===== src/rtl/mem_ctrl_pkg.sv =====
// Shared constants and types for the 16-bit byte-addressed memory front end (mem_ctrl).
package mem_ctrl_pkg;

  localparam int ADDR_WIDTH = 16;
  localparam int BYTE_W     = 8;
  localparam int WORD_W     = 16;

  typedef enum logic {
    ACC_WORD = 1'b0,
    ACC_BYTE = 1'b1
  } acc_size_e;

  function automatic acc_size_e acc_from_byt(input logic byt);
    return byt ? ACC_BYTE : ACC_WORD;
  endfunction

endpackage


===== src/rtl/mem_lane_swap.sv =====
// 16-bit conditional byte swap, shared by the write-lane split and the read reassembly.
module mem_lane_swap (
  input  logic        swap_en,
  input  logic [15:0] din,
  output logic [15:0] dout
);

  always_comb begin
    dout = swap_en ? {din[7:0], din[15:8]} : din;
  end

endmodule


===== src/rtl/mem_ctrl.sv =====
// CPU-to-dual-8-bit-BRAM front end: lo bank = even bytes, hi bank = odd bytes.
// Odd-address word accesses are only honoured when MEM_UNALIGNED_EN is defined.
module mem_ctrl #(
  parameter int ADDR_WIDTH = mem_ctrl_pkg::ADDR_WIDTH
) (
  input  logic                  clk,
  input  logic                  rst,
  input  logic [ADDR_WIDTH-1:0] addr,
  input  logic                  wr,
  input  logic                  byt,
  input  logic [15:0]           wr_data,
  output logic [15:0]           rd_data,
  output logic                  bram_rst,
  output logic                  bram_clk,
  output logic                  wr_lo,
  output logic                  wr_hi,
  output logic [ADDR_WIDTH-2:0] addr_lo,
  output logic [ADDR_WIDTH-2:0] addr_hi,
  output logic [7:0]            wr_data_lo,
  output logic [7:0]            wr_data_hi,
  input  logic [7:0]            rd_data_lo,
  input  logic [7:0]            rd_data_hi
);

  import mem_ctrl_pkg::*;

  acc_size_e             acc_d, acc_q;
  logic                  odd_d, odd_q;
  logic [ADDR_WIDTH-1:0] addr_inc;
  logic [15:0]           wr_src;
  logic [15:0]           wr_lanes;
  logic [15:0]           rd_lanes;

  assign bram_clk = clk;
  assign bram_rst = ~rst;

  // NOTE: every always_comb output gets a default first so no path can infer a latch.
  always_comb begin
    acc_d = acc_from_byt(byt);
`ifdef MEM_UNALIGNED_EN
    odd_d = addr[0];
`else
    // Word accesses ignore A[0]; byte accesses still pick the bank by A[0].
    odd_d = (acc_d == ACC_BYTE) ? addr[0] : 1'b0;
`endif
  end

  // The lo bank serves the byte after an odd address, hence the increment before the shift.
  always_comb begin
    addr_inc = addr + ADDR_WIDTH'(odd_d);
    addr_hi  = addr[ADDR_WIDTH-1:1];
    addr_lo  = addr_inc[ADDR_WIDTH-1:1];
  end

  always_comb begin
    wr_lo = 1'b0;
    wr_hi = 1'b0;
    if (acc_d == ACC_BYTE) begin
      wr_lo = wr & ~addr[0];
      wr_hi = wr &  addr[0];
    end else begin
      wr_lo = wr;
      wr_hi = wr;
    end
  end

  always_comb begin
    wr_src = (acc_d == ACC_BYTE) ? {wr_data[7:0], wr_data[7:0]} : wr_data;
  end

  mem_lane_swap u_wr_swap (
    .swap_en (odd_d & (acc_d == ACC_WORD)),
    .din     (wr_src),
    .dout    (wr_lanes)
  );

  assign wr_data_hi = wr_lanes[15:8];
  assign wr_data_lo = wr_lanes[7:0];

  // NOTE: state registers use non-blocking assignments so all flops update from pre-edge values.
  always_ff @(posedge clk or negedge rst) begin
    if (!rst) begin
      odd_q <= 1'b0;
      acc_q <= ACC_WORD;
    end else begin
      odd_q <= odd_d;
      acc_q <= acc_d;
    end
  end

  mem_lane_swap u_rd_swap (
    .swap_en (odd_q & (acc_q == ACC_WORD)),
    .din     ({rd_data_hi, rd_data_lo}),
    .dout    (rd_lanes)
  );

  // Gating on rst makes the read bus zero the instant reset asserts, not at the next RAM edge.
  always_comb begin
    rd_data = '0;
    if (rst) begin
      if (acc_q == ACC_BYTE) begin
        rd_data = {8'h00, (odd_q ? rd_data_hi : rd_data_lo)};
      end else begin
        rd_data = rd_lanes;
      end
    end
  end

endmodule


===== config.mk =====
export PLATFORM = sky130hd
export DESIGN_NAME = mem_ctrl
export DESIGN_NICKNAME = d
export VERILOG_FILES = /design/src/rtl/mem_ctrl_pkg.sv /design/src/rtl/mem_lane_swap.sv /design/src/rtl/mem_ctrl.sv
export SDC_FILE = /design/constraint.sdc
export NUM_CORES = 1
export LEC_CHECK = 0
export ABC_AREA = 1
export BUFFER_PORTS_ARGS = -buffer_cell sky130_fd_sc_hd__buf_2
export CORE_MARGIN = 5
export CORE_UTILIZATION = 33
export DETAILED_ROUTE_END_ITERATION = 8
export PLACE_DENSITY = 0.92
export SETUP_SLACK_MARGIN = 0.4
export SLEW_MARGIN = 20
export SYNTH_ARGS = -nofsm -noshare
export SYNTH_HDL_FRONTEND = slang
export SYNTH_SLANG_ARGS = --single-unit

===== constraint.sdc =====
create_clock -name clk -period 1.2 [get_ports clk]
set_input_delay 0.06 -clock clk [delete_from_list [all_inputs] [get_ports clk]]
set_output_delay 0.06 -clock clk [all_outputs]
set_load 0.01 [all_outputs]

==> impl_metrics.env <==
export IMPL_power_frac_comb=0.582
export IMPL_place_ws_ps=-5.82
export IMPL_synth_distinct_cells=24
export IMPL_synth_seq_cells=2
export IMPL_drc=0
export IMPL_coreArea_um2=2780
export IMPL_crit_family="simple AND/OR/NAND/NOR gates"
export IMPL_rsz0062_at_grt="true"
export IMPL_setup_ws_ps=-302
export IMPL_leakagePower_nw=1.21
export IMPL_p_int_mw=0.830
export IMPL_n_antenna_cell=0
export IMPL_outcome="finished with violations"
export IMPL_crit_chain="or2_1 > buf_12 > nor3_4 > buf_2"
export IMPL_hp_class="input pin to register"
export IMPL_synth_avg_cell_area_um2=5.69
export IMPL_p_clk_frac=0.362
export IMPL_vias_per_cell=5.01
export IMPL_pwr_share_seq=0.056
export IMPL_grt_pass1_vias=1644
export IMPL_worstPathMaxFanout=8
export IMPL_yosysSeqAreaShare=0.0521
export IMPL_fp_dieArea_um2=4090
export IMPL_gp_congestion=0.789
export IMPL_stdcell_area_um2=2290
export IMPL_ys_flop_type="dfrtp_1"
export IMPL_worstMarginPinSlew_ps=349
export IMPL_grt_usage=0.216
export IMPL_max_freq_mhz=666
export IMPL_start_util=0.345
export IMPL_final_nets=345
export IMPL_nFillCells=155
export IMPL_drv_slew=0
export IMPL_die_h_um=64.0
export IMPL_die_x_um=64.0
export IMPL_cp_arrival_ps=1440
export IMPL_yosysWarningCount=0
export IMPL_p_per_area_nw_per_um2=599
export IMPL_antenna_found_initial=0
export IMPL_synthTopCellsByArea="nor2_1 18%, buf_4 13%, nand2_1 12%"
export IMPL_path_clk_slew_ps=30
export IMPL_synth_area_leader_cell="nor2_1"
export IMPL_synthArstFlopShare=1.00
export IMPL_grt_ovfl_total=0
export IMPL_core_rowCount=19
export IMPL_synth_nets=222
export IMPL_drive_above_1_share=0.800
export IMPL_synthCells=169
export IMPL_violations="negative setup slack"
export IMPL_dp_hpwl_um=3120
export IMPL_ys_top_cells_by_count="46 x nor2_1, 31 x nand2_1, 17 x buf_4"
export IMPL_ir_worst_vdd_mv=0.745
export IMPL_synthesis_area_um2=961
export IMPL_final_setup_viol_count=16
export IMPL_grt_start_max_net_pins=10
export IMPL_synth_edff_count=0
export IMPL_pin_count=118
export IMPL_io_buffers=117
export IMPL_period_share=1.25
export IMPL_grt_pass1_wl_um=7180
export IMPL_ant_nets=0
export IMPL_final_min_clock_period_ps=1500
export IMPL_maxCapViolations=0
export IMPL_sw_frac_of_total=0.396
export IMPL_synthToLayoutAreaGrowth_pct=139
export IMPL_crit_type="register to output pin"
export IMPL_crit_required_ps=1140
export IMPL_drtIter0Drc=65
export IMPL_dr_pass1_iters=4
export IMPL_critPathBufInv=2
export IMPL_dpl_cell_area_um2=1660
export IMPL_slew_limit_headroom=0.766
export IMPL_switching_power_mw=0.545
export IMPL_synthDominantCellAreaShare=0.180
export IMPL_slowest_delay_ps=370
export IMPL_yosysMostFrequentCell="nor2_1"
export IMPL_wire_per_inst_um=16.1
export IMPL_dr_total_vias=1607
export IMPL_end_kind="output pin"
export IMPL_hold_viol=0
export IMPL_slowest_stage="dfrtp_1"
export IMPL_drt_total_wl_um=5160
export IMPL_start_kind="register"
export IMPL_cts_tree="built"
export IMPL_fin_tns_setup_ps=-3570
[path summary, 6_finish.rpt]
path | endpoint | slack, ps | start | depth (start not counted)
setup / recovery | rd_data[9] | -300 | acc_q$_DFF_PN0_ | 4
hold / removal | acc_q$_DFF_PN0_ | 60 | byt | 3
max in group asynchronous | odd_q$_DFF_PN0_ | 750 | rst | 3
min in group asynchronous | acc_q$_DFF_PN0_ | 310 | rst | 3
[power groups by stage]
stage	logic, mW	clock network [mW]	registers (mW)
floorplan	0.352	0.0687	0.0740
global placement	0.567	0.0504	0.0756
detailed placement	0.576	0.0504	0.0759
CTS	0.733	0.454	0.0756
global route	0.852	0.524	0.0766
finish	0.801	0.498	0.0763
[registers in the layout, indices dropped and copies added, names as in the netlist]
signal,flops
odd_q,1
acc_q,1
[routing by layer]
layer / vias to the layer above / global-route usage / part of all wire
met5: - / 0 / 0
met4: 0 / 0.109 / 0.025
met3: 13 / 0.0595 / 0.078
met2: 96 / 0.394 / 0.54
met1: 745 / 0.223 / 0.36
li1: 753 / - / -
[placed cells by master (no fill, tap or decap), types with 3 or more instances in the layout]
cell / synthesis / routed
nand2_1: 31 / 17
nor2_1: 46 / 19
nor3_4: 0 / 8
inv_1: 12 / 9
mux2_4: 0 / 8
xnor2_2: 0 / 3
nand2_2: 1 / 12
nor2_2: 0 / 17
nand2_4: 1 / 3
nor2_4: 1 / 11
buf_6: 2 / 30
buf_8: 0 / 5
buf_4: 17 / 7
buf_2: 1 / 97
o21ai_2: 0 / 8
clkbuf_4: 0 / 5
inv_2: 2 / 3
[area by class of cell]
cell class                 count  area (um2)  share of cell area
clock buffer                   7        67.6              0.0294
sequential                     2        51.3              0.0224
multi-input combinational    125        1070               0.465
timing repair buffer         142        1010               0.439
inverter                      14        62.6              0.0273
tap                           31        38.8              0.0169
[cells by family after synthesis]
logic type                 after synthesis  share of synthesized area
and+or+nand+nor                         96                      0.462
buffers and inverters                   42                      0.247
AOI/OAI and AO/OA                       13                     0.0677
muxes                                    8                     0.0938
xor gates and xnor gates                 7                     0.0638
DFF                                      2                     0.0521
adders and majority gates                1                     0.0130
[repair_timing]
| action | 4_1_cts | 5_1_grt |
|---|---|---|
| endpoints found under the setup margin | 39 | 39 |
| gates resized for setup | 81 | 35 |
| hold buffers | 2 | 0 |
| pin swaps | 28 | 17 |
| buffers inserted | 11 | 5 |
| cloned | 2 | 0 |
| hold endpoints to repair | 3 | 0 |
[through the flow]
step | hold WS, ps | power (mW) | util | cells
2_1_floorplan | -236 | 0.495 | - | 169
3_3_place_gp | -9.48 | 0.693 | 0.596 | 295
3_5_place_dp | -0.586 | 0.702 | 0.596 | 295
4_1_cts | 53.5 | 1.26 | 0.762 | 316
5_1_grt | 56.5 | 1.45 | 0.825 | 321
6_report | 63.3 | 1.38 | 0.825 | 321
Power figures use the tool's default switching activity.
